File: src/rtl/ysyx_bus_pkg.sv
// Shared types and constants for the N-client to AXI4 bus arbiter.
// Holds the FSM state encoding, the AXI burst/response codes and the strobe-to-size mapping.
package ysyx_bus_pkg;

  typedef enum logic [2:0] {
    IDLE = 3'd0,
    AR   = 3'd1,
    R    = 3'd2,
    AW   = 3'd3,
    B    = 3'd4
  } state_e;

  localparam int         AXI_DATA_W     = 64;
  localparam int         AXI_ID_W       = 4;
  localparam logic [1:0] AXI_BURST_INCR = 2'b01;
  localparam logic [1:0] AXI_RESP_OKAY  = 2'b00;

  // Clients only ever issue byte, half-word or word strobes.
  function automatic logic [2:0] strb_to_size(input logic [3:0] strb);
    logic [2:0] size;
    case (strb)
      4'h1:    size = 3'd0;
      4'h3:    size = 3'd1;
      default: size = 3'd2;
    endcase
    return size;
  endfunction

endpackage

File: src/rtl/ysyx_bus_arbiter_rr_pick.sv
// Combinational request picker: round-robin from a pointer, or fixed lowest-index priority.
// Outputs both a one-hot grant and its binary index.
module ysyx_rr_pick #(
  parameter int NMST  = 2,
  parameter int RR_EN = 1,
  parameter int IW    = (NMST > 1) ? $clog2(NMST) : 1
) (
  input  logic [NMST-1:0] i_req,
  input  logic [IW-1:0]   i_ptr,
  output logic [NMST-1:0] o_grant,
  output logic [IW-1:0]   o_idx,
  output logic            o_any
);

  logic [NMST-1:0] w_mask;
  logic [NMST-1:0] w_hi;
  logic [NMST-1:0] w_cand;

  // Requests at or above the pointer win first; otherwise wrap to the lowest index.
  always_comb begin
    w_mask = '0;
    for (int i = 0; i < NMST; i++) begin
      w_mask[i] = (RR_EN != 0) && (i >= int'(i_ptr));
    end
  end

  assign w_hi   = i_req & w_mask;
  assign w_cand = (|w_hi) ? w_hi : i_req;

  always_comb begin
    o_idx = '0;
    for (int i = NMST - 1; i >= 0; i--) begin
      if (w_cand[i]) o_idx = IW'(i);
    end
  end

  assign o_any   = |i_req;
  assign o_grant = o_any ? (NMST'(1) << o_idx) : '0;

endmodule

File: src/rtl/ysyx_bus_arbiter_rr.sv
// N-client single-beat request arbiter driving one 64-bit AXI4 master port.
// One transaction in flight; errors and timeouts are reported to the requester via c_err.
module ysyx_bus_arbiter_rr
  import ysyx_bus_pkg::*;
#(
  parameter int NMST   = 2,
  parameter int ADDR_W = 32,
  parameter int DATA_W = 32,
  parameter int RR_EN  = 1,
  parameter int TMO_W  = 8
) (
  input  logic                   clk,
  input  logic                   rst,
  input  logic [NMST-1:0]        c_valid,
  input  logic [NMST-1:0]        c_write,
  input  logic [NMST*ADDR_W-1:0] c_addr,
  input  logic [NMST*DATA_W-1:0] c_wdata,
  input  logic [NMST*4-1:0]      c_strb,
  output logic [DATA_W-1:0]      c_rdata,
  output logic [NMST-1:0]        c_done,
  output logic [NMST-1:0]        c_err,
  output logic                   io_master_arvalid,
  input  logic                   io_master_arready,
  output logic [AXI_ID_W-1:0]    io_master_arid,
  output logic [ADDR_W-1:0]      io_master_araddr,
  output logic [7:0]             io_master_arlen,
  output logic [2:0]             io_master_arsize,
  output logic [1:0]             io_master_arburst,
  input  logic                   io_master_rvalid,
  output logic                   io_master_rready,
  input  logic [AXI_ID_W-1:0]    io_master_rid,
  input  logic [AXI_DATA_W-1:0]  io_master_rdata,
  input  logic [1:0]             io_master_rresp,
  input  logic                   io_master_rlast,
  output logic                   io_master_awvalid,
  input  logic                   io_master_awready,
  output logic [AXI_ID_W-1:0]    io_master_awid,
  output logic [ADDR_W-1:0]      io_master_awaddr,
  output logic [7:0]             io_master_awlen,
  output logic [2:0]             io_master_awsize,
  output logic [1:0]             io_master_awburst,
  output logic                   io_master_wvalid,
  input  logic                   io_master_wready,
  output logic [AXI_DATA_W-1:0]  io_master_wdata,
  output logic [7:0]             io_master_wstrb,
  output logic                   io_master_wlast,
  input  logic                   io_master_bvalid,
  output logic                   io_master_bready,
  input  logic [AXI_ID_W-1:0]    io_master_bid,
  input  logic [1:0]             io_master_bresp,
  output state_e                 o_dbg_state
);

  localparam int            IW       = (NMST > 1) ? $clog2(NMST) : 1;
  localparam int            CW       = (TMO_W > 0) ? TMO_W : 1;
  localparam logic [CW-1:0] TMO_LAST = CW'((1 << CW) - 2);

  state_e              r_state;
  logic [IW-1:0]       r_grant;
  logic [IW-1:0]       r_ptr;
  logic [ADDR_W-1:0]   r_addr;
  logic [DATA_W-1:0]   r_wdata;
  logic [3:0]          r_strb;
  logic [CW-1:0]       r_tmo;
  logic                r_arvalid;
  logic                r_rready;
  logic                r_awvalid;
  logic                r_wvalid;
  logic                r_bready;
  logic                r_aw_ok;
  logic                r_w_ok;
  logic [NMST-1:0]     r_done;
  logic [NMST-1:0]     r_err;
  logic [DATA_W-1:0]   r_rdata;

  logic [NMST-1:0]     w_pick_oh;
  logic [IW-1:0]       w_pick_idx;
  logic                w_any;
  logic                w_pick_wr;
  logic [ADDR_W-1:0]   w_sel_addr;
  logic [DATA_W-1:0]   w_sel_wdata;
  logic [3:0]          w_sel_strb;
  logic [NMST-1:0]     w_grant_oh;
  logic [IW-1:0]       w_ptr_nxt;
  logic [AXI_ID_W-1:0] w_id;
  logic                w_aw_hs;
  logic                w_w_hs;
  logic                w_aw_done;
  logic                w_w_done;
  logic                w_step;
  logic                w_tmo_fire;
  logic                w_abort;
  logic [DATA_W-1:0]   w_wshift;
  logic [3:0]          w_sstrb;
  logic                w_unused;

  ysyx_rr_pick #(
    .NMST  (NMST),
    .RR_EN (RR_EN),
    .IW    (IW)
  ) u_pick (
    .i_req   (c_valid),
    .i_ptr   (r_ptr),
    .o_grant (w_pick_oh),
    .o_idx   (w_pick_idx),
    .o_any   (w_any)
  );

  assign w_pick_wr   = |(c_write & w_pick_oh);
  assign w_sel_addr  = c_addr[w_pick_idx*ADDR_W +: ADDR_W];
  assign w_sel_wdata = c_wdata[w_pick_idx*DATA_W +: DATA_W];
  assign w_sel_strb  = c_strb[w_pick_idx*4 +: 4];

  assign w_grant_oh = NMST'(1) << r_grant;
  assign w_ptr_nxt  = (r_grant == IW'(NMST - 1)) ? '0 : r_grant + 1'b1;
  assign w_id       = AXI_ID_W'(r_grant);

  assign w_aw_hs   = r_awvalid & io_master_awready;
  assign w_w_hs    = r_wvalid & io_master_wready;
  assign w_aw_done = r_aw_ok | w_aw_hs;
  assign w_w_done  = r_w_ok | w_w_hs;

  // A handshake in the same cycle as the timeout wins over the abort.
  always_comb begin
    w_step = 1'b1;
    case (r_state)
      AR:      w_step = io_master_arready;
      R:       w_step = io_master_rvalid;
      AW:      w_step = w_aw_done & w_w_done;
      B:       w_step = io_master_bvalid;
      default: w_step = 1'b1;
    endcase
  end

  assign w_tmo_fire = (TMO_W > 0) && (r_tmo == TMO_LAST);
  assign w_abort    = w_tmo_fire & ~w_step;

  always_ff @(posedge clk or negedge rst) begin
    if (!rst) begin
      r_state   <= IDLE;
      r_grant   <= '0;
      r_ptr     <= '0;
      r_addr    <= '0;
      r_wdata   <= '0;
      r_strb    <= '0;
      r_tmo     <= '0;
      r_arvalid <= 1'b0;
      r_rready  <= 1'b0;
      r_awvalid <= 1'b0;
      r_wvalid  <= 1'b0;
      r_bready  <= 1'b0;
      r_aw_ok   <= 1'b0;
      r_w_ok    <= 1'b0;
      r_done    <= '0;
      r_err     <= '0;
      r_rdata   <= '0;
    end else begin
      r_done <= '0;
      r_err  <= '0;
      if (r_state != IDLE && r_tmo != '1) r_tmo <= r_tmo + 1'b1;

      case (r_state)
        IDLE: begin
          // Ready stays high here so a late beat after a timeout is drained.
          r_rready <= 1'b1;
          r_bready <= 1'b1;
          r_tmo    <= '0;
          // The completing client still holds c_valid during its c_done cycle.
          if (w_any && (r_done == '0)) begin
            r_grant  <= w_pick_idx;
            r_addr   <= w_sel_addr;
            r_wdata  <= w_sel_wdata;
            r_strb   <= w_sel_strb;
            r_rready <= 1'b0;
            r_bready <= 1'b0;
            if (w_pick_wr) begin
              r_state   <= AW;
              r_awvalid <= 1'b1;
              r_wvalid  <= 1'b1;
              r_aw_ok   <= 1'b0;
              r_w_ok    <= 1'b0;
            end else begin
              r_state   <= AR;
              r_arvalid <= 1'b1;
            end
          end
        end
        AR: begin
          if (io_master_arready) begin
            r_arvalid <= 1'b0;
            r_rready  <= 1'b1;
            r_state   <= R;
            r_tmo     <= '0;
          end
        end
        R: begin
          if (io_master_rvalid) begin
            r_rdata  <= r_addr[2] ? io_master_rdata[63:32] : io_master_rdata[31:0];
            r_done   <= w_grant_oh;
            r_err    <= ((io_master_rresp != AXI_RESP_OKAY) || (io_master_rid != w_id)) ?
                        w_grant_oh : '0;
            r_ptr    <= w_ptr_nxt;
            r_bready <= 1'b1;
            r_state  <= IDLE;
            r_tmo    <= '0;
          end
        end
        AW: begin
          if (w_aw_hs) begin
            r_awvalid <= 1'b0;
            r_aw_ok   <= 1'b1;
          end
          if (w_w_hs) begin
            r_wvalid <= 1'b0;
            r_w_ok   <= 1'b1;
          end
          if (w_aw_done && w_w_done) begin
            r_bready <= 1'b1;
            r_state  <= B;
            r_tmo    <= '0;
          end
        end
        B: begin
          if (io_master_bvalid) begin
            r_done   <= w_grant_oh;
            r_err    <= (io_master_bresp != AXI_RESP_OKAY) ? w_grant_oh : '0;
            r_ptr    <= w_ptr_nxt;
            r_rready <= 1'b1;
            r_state  <= IDLE;
            r_tmo    <= '0;
          end
        end
        default: r_state <= IDLE;
      endcase

      if (w_abort) begin
        r_state   <= IDLE;
        r_arvalid <= 1'b0;
        r_awvalid <= 1'b0;
        r_wvalid  <= 1'b0;
        r_rready  <= 1'b1;
        r_bready  <= 1'b1;
        r_done    <= w_grant_oh;
        r_err     <= w_grant_oh;
        r_ptr     <= w_ptr_nxt;
        r_tmo     <= '0;
      end
    end
  end

  // 32-bit store data is shifted into its byte lanes and mirrored on both halves.
  assign w_wshift = r_wdata << {r_addr[1:0], 3'b000};
  assign w_sstrb  = r_strb << r_addr[1:0];

  assign io_master_arvalid = r_arvalid;
  assign io_master_arid    = w_id;
  assign io_master_araddr  = r_addr;
  assign io_master_arlen   = 8'd0;
  assign io_master_arsize  = strb_to_size(r_strb);
  assign io_master_arburst = AXI_BURST_INCR;
  assign io_master_rready  = r_rready;

  assign io_master_awvalid = r_awvalid;
  assign io_master_awid    = w_id;
  assign io_master_awaddr  = r_addr;
  assign io_master_awlen   = 8'd0;
  assign io_master_awsize  = strb_to_size(r_strb);
  assign io_master_awburst = AXI_BURST_INCR;
  assign io_master_wvalid  = r_wvalid;
  assign io_master_wdata   = {w_wshift, w_wshift};
  assign io_master_wstrb   = r_addr[2] ? {w_sstrb, 4'b0000} : {4'b0000, w_sstrb};
  assign io_master_wlast   = 1'b1;
  assign io_master_bready  = r_bready;

  assign c_rdata     = r_rdata;
  assign c_done      = r_done;
  assign c_err       = r_err;
  assign o_dbg_state = r_state;

  assign w_unused = ^{io_master_rlast, io_master_bid};

endmodule

File: config.mk
export PLATFORM = sky130hd
export DESIGN_NAME = ysyx_bus_arbiter_rr
export DESIGN_NICKNAME = d
export VERILOG_FILES = /design/src/rtl/ysyx_bus_pkg.sv /design/src/rtl/ysyx_bus_arbiter_rr_pick.sv /design/src/rtl/ysyx_bus_arbiter_rr.sv
export SDC_FILE = /design/constraint.sdc
export NUM_CORES = 1
export LEC_CHECK = 0
export ABC_AREA = 0
export BUFFER_PORTS_ARGS = -buffer_cell sky130_fd_sc_hd__buf_2
export CAP_MARGIN = 10
export CELL_PAD_IN_SITES_DETAIL_PLACEMENT = 1
export CELL_PAD_IN_SITES_GLOBAL_PLACEMENT = 1
export CORE_AREA = 5 5 169 171
export DETAILED_ROUTE_END_ITERATION = 10
export DIE_AREA = 0 0 174 176
export HOLD_SLACK_MARGIN = 0.12
export MAX_ROUTING_LAYER = met4
export PLACE_DENSITY_LB_ADDON = 0.05
export REMOVE_ABC_BUFFERS = 1
export SETUP_SLACK_MARGIN = 0.02
export SLEW_MARGIN = 20
export SYNTH_ARGS = -nofsm -noshare
export SYNTH_HDL_FRONTEND = slang
export SYNTH_SLANG_ARGS = --single-unit
File: constraint.sdc
create_clock -name clk -period 2.3 [get_ports clk]
set_clock_uncertainty 0.15 [all_clocks]
set_input_delay 0 -clock clk [delete_from_list [all_inputs] [get_ports clk]]
set_output_delay 0 -clock clk [all_outputs]
set_load 0.05 [all_outputs]
==> results.sh <==
export IMPL_cts_buffer_depth=2
export IMPL_setup_tns_ns=0
export IMPL_finalMaxSlewViolations=0
export IMPL_period_share_pct=96.22
export IMPL_fin_crit_ns=2.213
export IMPL_dp_hpwl_um=20760
export IMPL_worstSetupStartpointType="input port"
export IMPL_rsz0062_at_grt="no"
export IMPL_synth_cell_area_um2=7468
export IMPL_leakage_nw=6.131
export IMPL_grt_pass1_wl_um=45420
export IMPL_cts_tree="built"
export IMPL_rows=60
export IMPL_placed_cell_area_um2=9248
export IMPL_clock_latency_ns=0.42
export IMPL_p_sw_share_pct=58.59
export IMPL_grt_overflow_total=0
export IMPL_layout_common_cells="buf_2 (403), dlygate4sd3_1 (217), dfrtp_1 (119)"
export IMPL_gp_congestion=0.7508
export IMPL_final_util_pct=45.49
export IMPL_grtUsageMet3_pct=4.026
export IMPL_internal_power_mw=8.430
export IMPL_final_antenna_net_count=0
export IMPL_wire_per_inst_um=17.46
export IMPL_ys_seq_elements=124
export IMPL_pwr_share_seq_pct=20.2
export IMPL_clkSlewWorstSetupHoldPaths_ns=0.06
export IMPL_fp_dieH_um=176
export IMPL_grt_usage_pct=18.94
export IMPL_antenna_found_initial=1
export IMPL_met1_usage_pct=21.03
export IMPL_layout_commonest_cell="buf_2"
export IMPL_placed_cells=1430
export IMPL_hold_viol=0
export IMPL_crit_path_max_fanout=2
export IMPL_holdCritPathClass="input port to flop"
export IMPL_worstMarginPinSlew_ns=0.5950
export IMPL_max_slew_margin_pct=60.34
export IMPL_drive_gt1_share_pct=36.16
export IMPL_max_freq_mhz=451.9
export IMPL_final_area_um2=12160
export IMPL_synth_cell_type_count=59
export IMPL_finalNetCount=1557
export IMPL_drc_errors=0
export IMPL_pwr_density_cell_nw_per_um2=1675
export IMPL_grt_start_max_net_pins=86
export IMPL_grt_met2_usage_pct=34.62
export IMPL_cp_end_kind="flop"
export IMPL_place_ws_ns=0.2660
export IMPL_design_core_area_um2=26730
export IMPL_netlist_instances=784
export IMPL_fillers=3156
export IMPL_power_mw=20.36
export IMPL_portBuffers=404
export IMPL_drt_first_pass_iters=4
export IMPL_syn_to_final_growth_pct=62.79
export IMPL_cts_root_buffer_cell="clkbuf_16"
export IMPL_ys_async_sr_fraction_pct=100.0
export IMPL_yosysSeqAreaShare_pct=41.55
export IMPL_switchingPower_mw=11.93
export IMPL_status="finished, final reports clean"
export IMPL_critPathKind="input port to flop"
export IMPL_start_util_pct=27.94
export IMPL_grt_pass1_vias=8193
export IMPL_crit_arrival_ns=2.35
export IMPL_finalNonFillerCells=1686
export IMPL_p_clk_share_pct=13.9
export IMPL_first_iter_violations=241
export IMPL_totalWireLength_um=29440
export IMPL_worst_slack_ns=0.08698
export IMPL_clock_sinks=124
export IMPL_ys_warn_count=0
export IMPL_dieArea_um2=30620
export IMPL_pwr_share_comb_pct=65.9
export IMPL_top_usage_layer="met2"
export IMPL_vias_per_cell=4.469
export IMPL_pin_count=439
export IMPL_fin_hold_ws_ns=0.1501
export IMPL_synth_ff_type="dfrtp_1"
export IMPL_num_vias=7535
export IMPL_syn_area_per_cell_um2=9.526
export IMPL_maxCapViolCount=0
export IMPL_fp_dieW_um=174
export IMPL_critPathRequiredTime_ns=2.43
export IMPL_finalSetupViolCount=0
export IMPL_synth_edf_count=0
export IMPL_cts_htree_levels=4
export IMPL_cts_made_buffers=17
export IMPL_vdd_ir_drop_worst_mv=0.7963
## sequential cells by signal, indices dropped and copies added, names as in the netlist
register	cells
c_done	2
c_err	2
c_rdata	32
io_master_araddr	32
io_master_arvalid	1
io_master_awvalid	1
io_master_bready	1
io_master_rready	1
io_master_wvalid	1
o_dbg_state	3
r_aw_ok	1
r_grant	1
r_ptr	1
r_strb	4
r_tmo	8
r_w_ok	1
r_wdata	32
## worst max-delay path: stages
cell and delay, ns:
dlygate4sd3_1 0.54, buf_2 0.12, nor2_1 0.09, dlygate4sd3_1 0.55, nand3_1 0.08, dlygate4sd3_1 0.58, a21boi_0 0.28, a21boi_1 0.11
## logic make-up after synthesis
family                     after synthesis  synth area share [%]
buffers and inverters                  153                 14.17
and+or+nand+nor                        205                 12.77
other                                    2                0.1006
DFF                                    124                 41.55
muxes                                  122                 16.38
xor gates and xnor gates                 6                0.7036
AOI/OAI and AO/OA                      170                 13.99
adders and majority gates                2                0.3350
## cell usage after synthesis, drive strengths merged, types with 2 or more instances
master   count  area (µm²)
nor2        54       202.7
o211ai       2       33.78
a21oi       49       249.0
nor2b       13       81.33
o22ai        2       26.28
nand2b       4       25.02
o21ai       80       400.4
clkbuf      15       56.30
nand3b       3       22.52
nand3        3       15.01
or3          2       12.51
nor3        14       97.59
and2        11       68.82
conb         2       7.510
or2          2       12.51
mux2i      120        1201
a211oi      12       90.09
o21bai       2       15.01
o31ai        2       15.01
and3         6       37.54
ha           2       25.02
buf        131       975.9
a21o         3       22.52
a21boi       2       15.02
a22oi        2       15.01
nand2       86       322.8
a2111oi      2       30.03
mux2         2       22.52
inv          7       26.28
and3b        2       17.52
dfrtp      124        3103
xnor2        6       52.55
## what timing repair did
action                                 CTS  global route
cloned                                   0             2
endpoints found under the hold margin  247             1
setup endpoints to repair                6            32
resized for setup                        2             8
buffers inserted                         0             3
pin swaps                                0             1
hold buffers                           217             1
## layout make-up
class	instances	area [µm²]	area share [%]
clock inverters	13	166.4	1.369
repair buffers	647	4538	37.33
multi-input cells	534	3433	28.24
clock buffers	19	452.9	3.725
well taps	341	426.7	3.509
inverters	7	26.28	0.2161
diodes	1	2.502	0.02058
flip-flops and latches	124	3112	25.59
## layer usage
metal / routed length [µm] / vias to the layer above
li1: - / 3670
met1: 11700 / 3568
met2: 15680 / 272
met3: 1573 / 25
met4: 484 / 0
met5: 0 / -
## power by group through the flow
| stage | registers, mW | logic [mW] | clock network [mW] |
|---|---|---|---|
| 4_1_cts | 4.12 | 13.4 | 2.91 |
| 3_5_place_dp | 4.13 | 12.9 | 0 |
| 6_report | 4.11 | 13.4 | 2.84 |
| 2_1_floorplan | 7.32 | 6.15 | 0 |
| 5_1_grt | 4.29 | 14.2 | 3.02 |
| 3_3_place_gp | 4.12 | 12.7 | 0 |
## path summary, 6_finish.rpt
check	cells past startpoint	start	slack, ns	to
min in group asynchronous	3	rst	0.41	io_master_wvalid
setup / recovery	8	io_master_rid[2]	0.09	c_err[1]
setup reg to reg	6	r_ptr	0.15	io_master_araddr[0]
hold / removal	5	c_write[0]	0.15	o_dbg_state[1]
max in group asynchronous	4	rst	0.85	io_master_araddr[0]
hold reg to reg	2	r_wdata[26]	0.32	r_wdata[26]
(Power assumes the default switching activity.)
